File: src/rtl/smul_pkg.sv
// Shared types and constants for the shift-add signed multiplier datapath.
// Optional feature macro used by this slice: SMUL_VALID_EN.
package smul_pkg;

    localparam int unsigned SMUL_WIDTH = 8;
    localparam int unsigned SMUL_CNT_W = $clog2(SMUL_WIDTH + 1);

    typedef enum logic [2:0] {
        OpHold,
        OpLoad,
        OpAdd,
        OpSub,
        OpShift
    } smul_op_e;

    // Exactly one datapath op per cycle, highest priority first.
    function automatic smul_op_e smul_op_sel(input logic load, input logic add,
                                             input logic sub, input logic shift);
        if (load)  return OpLoad;
        if (add)   return OpAdd;
        if (sub)   return OpSub;
        if (shift) return OpShift;
        return OpHold;
    endfunction

endpackage

File: src/rtl/smul_if.sv
// Controller <-> datapath bus for the shift-add signed multiplier.
// SMUL_VALID_EN adds the product_valid flag.
interface smul_if #(
    parameter int unsigned WIDTH = smul_pkg::SMUL_WIDTH
);
    logic                 Load;
    logic                 Shift;
    logic                 Add;
    logic                 Sub;
    logic                 Enable;
    logic [WIDTH-1:0]     a_in;
    logic [WIDTH-1:0]     b_in;
    logic                 m0;
    logic                 End;
    logic [2*WIDTH-1:0]   product;
`ifdef SMUL_VALID_EN
    logic                 product_valid;

    modport master (
        output Load, Shift, Add, Sub, Enable, a_in, b_in,
        input  m0, End, product, product_valid
    );
    modport slave (
        input  Load, Shift, Add, Sub, Enable, a_in, b_in,
        output m0, End, product, product_valid
    );
`else
    modport master (
        output Load, Shift, Add, Sub, Enable, a_in, b_in,
        input  m0, End, product
    );
    modport slave (
        input  Load, Shift, Add, Sub, Enable, a_in, b_in,
        output m0, End, product
    );
`endif
endinterface

File: src/rtl/smul_bitcnt.sv
// Loadable bit counter saturating at WIDTH, with the End (cnt == WIDTH-1) decode.
// SMUL_VALID_EN adds the o_sat output (cnt == WIDTH).
module smul_bitcnt
    import smul_pkg::*;
#(
    parameter  int unsigned WIDTH = SMUL_WIDTH,
    localparam int unsigned CNT_W = $clog2(WIDTH + 1)
) (
    input  logic clk,
    input  logic reset,
    input  logic i_load,
    input  logic i_enable,
`ifdef SMUL_VALID_EN
    output logic o_sat,
`endif
    output logic o_end
);

    localparam logic [CNT_W-1:0] CntMax = CNT_W'(WIDTH);

    logic [CNT_W-1:0] r_cnt;
    logic [CNT_W-1:0] w_cnt_d;

    always_comb begin
        w_cnt_d = r_cnt;
        if (i_load) begin
            w_cnt_d = '0;
        end else if (i_enable && (r_cnt != CntMax)) begin
            w_cnt_d = r_cnt + CNT_W'(1);
        end
    end

    // Idles at WIDTH so End stays low until the first Load.
    always_ff @(posedge clk or posedge reset) begin
        if (reset) begin
            r_cnt <= CntMax;
        end else begin
            r_cnt <= w_cnt_d;
        end
    end

    assign o_end = (r_cnt == (CntMax - CNT_W'(1)));
`ifdef SMUL_VALID_EN
    assign o_sat = (r_cnt == CntMax);
`endif

endmodule

File: src/rtl/smul_datapath.sv
// Shift-add signed multiplier datapath: M, ACC (one guard bit), Q and the bit counter.
// SMUL_VALID_EN adds a registered product_valid flag.
module smul_datapath
    import smul_pkg::*;
#(
    parameter int unsigned WIDTH = SMUL_WIDTH
) (
    input logic   clk,
    input logic   reset,
    smul_if.slave bus
);

    logic [WIDTH-1:0] r_m;
    logic [WIDTH:0]   r_acc;
    logic [WIDTH-1:0] r_q;
    logic [WIDTH-1:0] w_m_d;
    logic [WIDTH:0]   w_acc_d;
    logic [WIDTH-1:0] w_q_d;
    logic [WIDTH:0]   w_m_ext;
    smul_op_e         w_op;
    logic             w_end;

    assign w_op    = smul_op_sel(bus.Load, bus.Add, bus.Sub, bus.Shift);
    assign w_m_ext = {r_m[WIDTH-1], r_m};

    always_comb begin
        w_m_d   = r_m;
        w_acc_d = r_acc;
        w_q_d   = r_q;
        unique case (w_op)
            OpLoad: begin
                w_m_d   = bus.a_in;
                w_q_d   = bus.b_in;
                w_acc_d = '0;
            end
            OpAdd:   w_acc_d = r_acc + w_m_ext;
            OpSub:   w_acc_d = r_acc - w_m_ext;
            // Arithmetic right shift of {ACC,Q}; the guard bit carries the sign.
            OpShift: {w_acc_d, w_q_d} = {r_acc[WIDTH], r_acc, r_q[WIDTH-1:1]};
            default: ;
        endcase
    end

    always_ff @(posedge clk or posedge reset) begin
        if (reset) begin
            r_m   <= '0;
            r_acc <= '0;
            r_q   <= '0;
        end else begin
            r_m   <= w_m_d;
            r_acc <= w_acc_d;
            r_q   <= w_q_d;
        end
    end

`ifdef SMUL_VALID_EN
    logic w_sat;
    logic r_valid;

    smul_bitcnt #(
        .WIDTH    (WIDTH)
    ) u_bitcnt (
        .clk      (clk),
        .reset    (reset),
        .i_load   (bus.Load),
        .i_enable (bus.Enable),
        .o_sat    (w_sat),
        .o_end    (w_end)
    );

    // The Shift taken with a saturated counter is the final MSB shift.
    always_ff @(posedge clk or posedge reset) begin
        if (reset) begin
            r_valid <= 1'b0;
        end else if (w_op == OpLoad) begin
            r_valid <= 1'b0;
        end else if ((w_op == OpShift) && w_sat) begin
            r_valid <= 1'b1;
        end
    end

    assign bus.product_valid = r_valid;
`else
    smul_bitcnt #(
        .WIDTH    (WIDTH)
    ) u_bitcnt (
        .clk      (clk),
        .reset    (reset),
        .i_load   (bus.Load),
        .i_enable (bus.Enable),
        .o_end    (w_end)
    );
`endif

    assign bus.m0      = r_q[0];
    assign bus.End     = w_end;
    assign bus.product = {r_acc[WIDTH-1:0], r_q};

endmodule

File: src/flat_wrapper.sv
// flat-port wrapper written by rule: the top's interface ports become plain ports
module smul_datapath_flat import smul_pkg::*;
#(
    parameter int unsigned WIDTH = SMUL_WIDTH
)
  (clk, reset, bus_Load, bus_Shift, bus_Add, bus_Sub, bus_Enable, bus_a_in, bus_b_in, bus_m0, bus_End, bus_product);
  smul_if #(.WIDTH(WIDTH)) bus_i ();
  input logic clk;
  input logic reset;
  input wire logic [$bits(bus_i.Load)-1:0] bus_Load;
  input wire logic [$bits(bus_i.Shift)-1:0] bus_Shift;
  input wire logic [$bits(bus_i.Add)-1:0] bus_Add;
  input wire logic [$bits(bus_i.Sub)-1:0] bus_Sub;
  input wire logic [$bits(bus_i.Enable)-1:0] bus_Enable;
  input wire logic [$bits(bus_i.a_in)-1:0] bus_a_in;
  input wire logic [$bits(bus_i.b_in)-1:0] bus_b_in;
  output wire logic [$bits(bus_i.m0)-1:0] bus_m0;
  output wire logic [$bits(bus_i.End)-1:0] bus_End;
  output wire logic [$bits(bus_i.product)-1:0] bus_product;
  assign bus_i.Load = bus_Load;
  assign bus_i.Shift = bus_Shift;
  assign bus_i.Add = bus_Add;
  assign bus_i.Sub = bus_Sub;
  assign bus_i.Enable = bus_Enable;
  assign bus_i.a_in = bus_a_in;
  assign bus_i.b_in = bus_b_in;
  assign bus_m0 = bus_i.m0;
  assign bus_End = bus_i.End;
  assign bus_product = bus_i.product;
  smul_datapath #(.WIDTH(WIDTH)) u_core (.clk(clk), .reset(reset), .bus(bus_i));
endmodule
File: config.mk
export PLATFORM = sky130hd
export DESIGN_NAME = smul_datapath_flat
export DESIGN_NICKNAME = d
export VERILOG_FILES = /design/src/rtl/smul_pkg.sv /design/src/rtl/smul_if.sv /design/src/rtl/smul_bitcnt.sv /design/src/rtl/smul_datapath.sv /design/src/flat_wrapper.sv
export SDC_FILE = /design/constraint.sdc
export NUM_CORES = 1
export LEC_CHECK = 0
export CAP_MARGIN = 5
export CORE_MARGIN = 5
export CORE_UTILIZATION = 45
export CTS_CLUSTER_DIAMETER = 30
export DETAILED_ROUTE_END_ITERATION = 7
export GPL_ROUTABILITY_DRIVEN = 0
export PLACE_DENSITY = 0.72
export REMOVE_ABC_BUFFERS = 1
export SLEW_MARGIN = 20
export SYNTH_ARGS = -nofsm -noshare
export SYNTH_HDL_FRONTEND = slang
export SYNTH_SLANG_ARGS = --single-unit
File: constraint.sdc
create_clock -name clk -period 4 [get_ports clk]
set_clock_uncertainty 0.2 [all_clocks]
set_input_delay 0.6 -clock clk [delete_from_list [all_inputs] [get_ports clk]]
set_output_delay 0.6 -clock clk [all_outputs]
set_load 0.1 [all_outputs]
Word-level counts from Yosys, hierarchy flattened
Index checks and enable logic that the tools add are counted.
{"block": "op_classes", "n_mux": 22, "n_reduce_logical": 6, "n_eq_ne": 6, "n_bitwise": 1, "add_sub_neg": 3}
{"op": "9-bit case mux with 4 select lines", "count": 1}
{"op": "3-bit two-way mux", "count": 8}
{"op": "8-bit case mux with 2 select lines", "count": 1}
{"op": "1-bit two-way mux", "count": 10}
{"op": "9-bit adder", "count": 1}
{"op": "9-bit subtractor", "count": 1}
{"op": "4-bit two-way mux", "count": 2}
{"op": "3-bit by 2-bit equality test with 1-bit output, second input constant", "count": 2}
{"op": "4-bit by 1-bit adder with 4-bit output, second input constant", "count": 1}
{"op": "4-bit by 3-bit equality test with 1-bit output, second input constant", "count": 1}
{"op": "4-bit inequality test, second input constant", "count": 1}
{"op": "2-bit nonzero test", "count": 2}
{"op": "4-bit nonzero test", "count": 1}
{"op": "3-bit by 1-bit equality test with 1-bit output, second input constant", "count": 1}
{"op": "3-bit equality test, second input constant", "count": 1}
{"op": "3-bit nonzero test", "count": 1}
{"op": "2-bit AND reduction", "count": 1}
{"op": "1-bit logical AND", "count": 1}
{"op": "1-bit inverter", "count": 1}
{"block": "totals", "inputBits": 23, "reg_bits": 29, "output_inout_bits": 18, "elab_cells": 43}

Longest topological paths before layout
{"block": "depth", "ltp_word": 14, "depth_mapped": 11}

Hierarchy
Synthesis repeated with hierarchy kept, for this count alone.
{"block": "unflattened", "hier_cells": 205, "hier_area_um2": 1934.4}
{"mod": "smul_datapath", "cells_each": 180, "area_each_um2": 1690.4, "n_inst": 1}
{"mod": "smul_bitcnt", "cells_each": 25, "area_each_um2": 244.0, "n_inst": 1}

Least setup slack after synthesis
OpenSTA, ideal clock, no wires.
{"block": "synth_path", "kind": "in2reg", "start": "input port bus_Load", "end": "register u_core.r_acc[8]", "setup_time_ps": 129, "setup_slack_ps": 889, "stages": 10, "required_time_ps": 3671, "t_arrival_ps": 2782, "path_cell_list": "buf_6 > nor3b_4 > mux2i_1 > fa_1 > a211oi_1 > o21bai_1 > o22ai_2 > mux2_2 > o21ai_0 > nand3_1"}
{"block": "synth_via", "elab_chain_cells": 5}
{"item": "start: declaration", "line_no": "flat_wrapper.sv:10", "rtl": "input wire logic [$bits(bus_i.Load)-1:0] bus_Load;"}
{"item": "1-bit two-way mux *", "line_no": "smul_pkg.sv:19", "rtl": "if (load) return OpLoad;"}
{"item": "3-bit two-way mux *", "line_no": "smul_pkg.sv:20", "rtl": "if (add) return OpAdd;"}
{"item": "3-bit by 2-bit equality test with 1-bit output (tied with other cells)", "line_no": "smul_datapath.sv:30", "rtl": "unique case (w_op)"}
{"item": "3-bit nonzero test (no source line) / 1-bit inverter (equally long branches)"}
{"item": "2-bit AND reduction (no source line)"}
{"item": "end signal: assignment", "line_no": "smul_datapath.sv:51", "rtl": "r_acc <= w_acc_d;"}
{"item": "end: declaration", "line_no": "smul_datapath.sv:14", "rtl": "logic [WIDTH:0] r_acc;"}
Every way passes the cells marked *; elsewhere a longest branch is shown, timed or not.
A chain may end at the register's enable or synchronous reset.

Worst setup path after layout
Ends and elaborated chain as after synthesis.

==> results.md <==
- Clock group share of total power: 0.182
- Synth async-reset ratio: 1.00
- Die Y: about 76 µm
- CTS tree: yes
- CTS max path bufs: 2
- Internal power: ~0.75 mW
- All-Layer GR Usage: 0.146
- Worst setup SP type: primary input
- Critical path data arrival time: 3.19 ns
- DP Wirelength: roughly 2.9 mm
- Avg Vias per Cell: approximately 5.3
- Post-route DRC: 0
- Final Hold Fails: 0
- Hold Crit Class: reg2reg
- Avg Inst Size Synth: 9.62 µm²
- Top post-synthesis cells by area: dfrtp_1 (36%), mux2i_1 (9.2%), ha_1 (7.1%), xnor2_1 (4.9%), o21ai_0 (4.6%)
- Root Driver: clkbuf_8
- Fin crit period: between 3 and 4 ns
- Met3 wire length: roughly 160 µm
- Status: complete, no violations
- Top-area cell type share of the netlist area: 0.359
- CTS buffer count: 5
- Count leader, synth: dfrtp_1
- Layout cells sized above 1: 0.114
- Post-synth top flop: dfrtp_1
- Post_cts resized: 0
- Number of buffers added on ports: 40
- Rows: 24
- Worst-Skew Late Latency: approximately 0.28 ns
- CTS H-tree lvls: 2
- Pwr Density: about 580 nW/µm²
- Hold-fix buffers, CTS: 0
- ANT cells: 0
- Fin util: 0.567
- Cell area after synthesis: between 1500 and 2000 µm²
- Postcts setup bufs: 0
- CP peak stage delay: 0.50 ns
- Tcrit/Tclk final: 0.807
- First-pass DRT Iterations: 4
- Slew Limit Headroom: 0.349
- #FFs+latches synth: 29
- Vias in the first global route: 1406
- Initial antenna violation count: 0
- I/O Pins: 41
- Slew Viols, Final: 0
- CP Max Fanout: 9
- Power share of the combinational group: 0.536
- Routed length on met2: between 1.5 and 2 mm
- Avg WL per Cell: 13.4 µm
- Max-cap violations: 0
- Lkg Pwr: around 1.0 nW
- Top sig layer: met4
- CP max stage cell: clkdlybuf4s50_1
- # fillers: a little over 400
- Power share of the sequential group: 0.282
- Synth cell count leaders: dfrtp_1 (28), nor2_1 (20), mux2i_1 (18), o21ai_0 (18), nand2_1 (15)
- Pre-CTS setup slack: 0.436 ns
- Final-stage net count: around 270
- Wl on met1: between 1.5 and 2 mm
- CP Cell Sequence: clkdlybuf4s50_1 -> nor3b_4 -> buf_4 -> nor2_1 -> xnor2_1 -> ha_1 -> a211oi_1 -> o21bai_1 -> o22ai_2 -> mux2_2 -> o21ai_0 -> nand3_1
- Sequential cell area: between 700 and 800 µm²
- Number of flops mapped to enable cells by yosys: 0
- Vias: between 1.5k and 2k
- Cell taking the most area after synthesis: dfrtp_1
- Data required, critical path: just under 4 ns
- First-pass GRT wire length: between 6 and 7 mm
- Die footprint: 5750 µm²
- Final Setup Violations: 0
- Crit path kind: in2reg
- Number of distinct library cells after synthesis: 43
- Net Sw Frac: 0.470
- Area of the multi-input gates: 1080 µm²
- Post-DRT Antenna Nets: 0
- Yosys warns: 0
- Fmax achieved: 310 MHz
- Critical path endpoint category: flip-flop
- Area Overhead vs Synth: 24.7%
- TritonCTS Sinks: 29
- Die X: 75.9 µm
- Placeable Area: approximately 4300 µm²
- Largest net degree at the start of global routing: between 40 and 50
- Worst ir drop on vdd: around 0.21 mV
- Setup WS post-layout: about 0.77 ns
- Clock slew seen by the registers of the worst setup and hold paths: roughly 0.06 ns
- Starting density of the core: 0.455
- Global route overflow: 0
- Unrepaired setup endpoints after global routing: no
- Wirelength, routed: 3.88 mm
- Worst-margin pin slew: 0.974 ns
- Net Switching: between 0.6 and 0.7 mW
- Synth Instances: slightly above 200
- TNS Setup: 0 ns
- Post-synthesis sequential area ratio: 0.372
- DR iter-0 viols: between 80 and 90
-- through the flow --
stage / instances / area, µm² / hold slack [ns] / total power, mW
after CTS: 289 / 2430 / 0.362 / 1.43
final: 289 / 2430 / 0.357 / 1.42
after detailed placement: 281 / 2340 / 0.347 / 1.17
after floorplan: 185 / 1840 / 0.326 / 0.989
after global placement: 281 / 2340 / 0.348 / 1.16
after global routing: 289 / 2430 / 0.392 / 1.50
-- worst max-delay path, delay by kind of cell --
kind	cells	cell delay, ns
compound gates	4	0.67
buf+inv	2	0.70
xor+xnor	1	0.12
mux	1	0.35
simple gates	3	0.39
fa+ha+maj	1	0.35
-- flip-flops by register name, summed over array words and instances, names as in the netlist --
register and count:
u_core.r_acc 9, u_core.r_m 8, u_core.r_q 8, u_core.u_bitcnt.r_cnt 4
-- metal layers --
metal | vias up | GRT usage
met5 | - | 0
li1 | 773 | -
met3 | 6 | 0.0330
met2 | 24 | 0.239
met4 | 0 | 0.0524
met1 | 715 | 0.189
-- cell families (layout without fill, tap and decap cells) --
kind of cell	Yosys count	count (layout)	synth area share
compound gates	43	43	0.146
xor+xnor	13	13	0.0583
fa+ha+maj	12	12	0.0808
buf+inv	27	61	0.0737
flops	29	29	0.372
mux	24	24	0.127
simple gates	55	55	0.142
-- area by class of cell --
cell class | count | share of cell area
tap | 52 | 0.0267
clock buffer | 6 | 0.0339
sequential | 29 | 0.299
timing repair buffer | 44 | 0.177
clock inverter | 2 | 0.00566
multi-input combinational | 147 | 0.444
inverter | 9 | 0.0139
-- path summary, 6_finish.rpt --
kind | startpoint | to | slack, ns | cells after the start
setup / recovery | bus_Load | u_core.r_acc[8] | 0.77 | 12
hold / removal | u_core.r_m[6] | u_core.r_m[6] | 0.36 | 1
setup reg to reg | u_core.r_m[2] | u_core.r_acc[8] | 1.16 | 10
hold reg to reg | u_core.r_m[6] | u_core.r_m[6] | 0.36 | 1
max in group asynchronous | reset | u_core.u_bitcnt.r_cnt[3] | 2.81 | 3
min in group asynchronous | reset | u_core.u_bitcnt.r_cnt[1] | 0.48 | 3
-- power groups by stage --
| stage | clock network [mW] | logic, mW | registers [mW] |
|---|---|---|---|
| finish | 0.258 | 0.760 | 0.401 |
| global route | 0.276 | 0.818 | 0.409 |
| CTS | 0.265 | 0.765 | 0.401 |
| detailed placement | 0 | 0.762 | 0.407 |
| global placement | 0 | 0.755 | 0.405 |
| floorplan | 0 | 0.325 | 0.664 |
-- cells in the final DEF, fill, tap and decap left out, types with 2 or more instances in the layout --
cell type        count
clkdlybuf4s50_1     40
dfrtp_1             28
nor2_1              20
mux2i_1             18
o21ai_0             18
nand2_1             15
xnor2_1             11
ha_1                11
inv_1                9
a211oi_1             7
mux2_2               6
clkbuf_8             6
a21oi_1              5
nor3_1               4
buf_4                4
a31oi_1              3
nor2b_1              2
nand3b_1             2
xor2_1               2
nand3_1              2
Power figures use the tool's default switching activity.
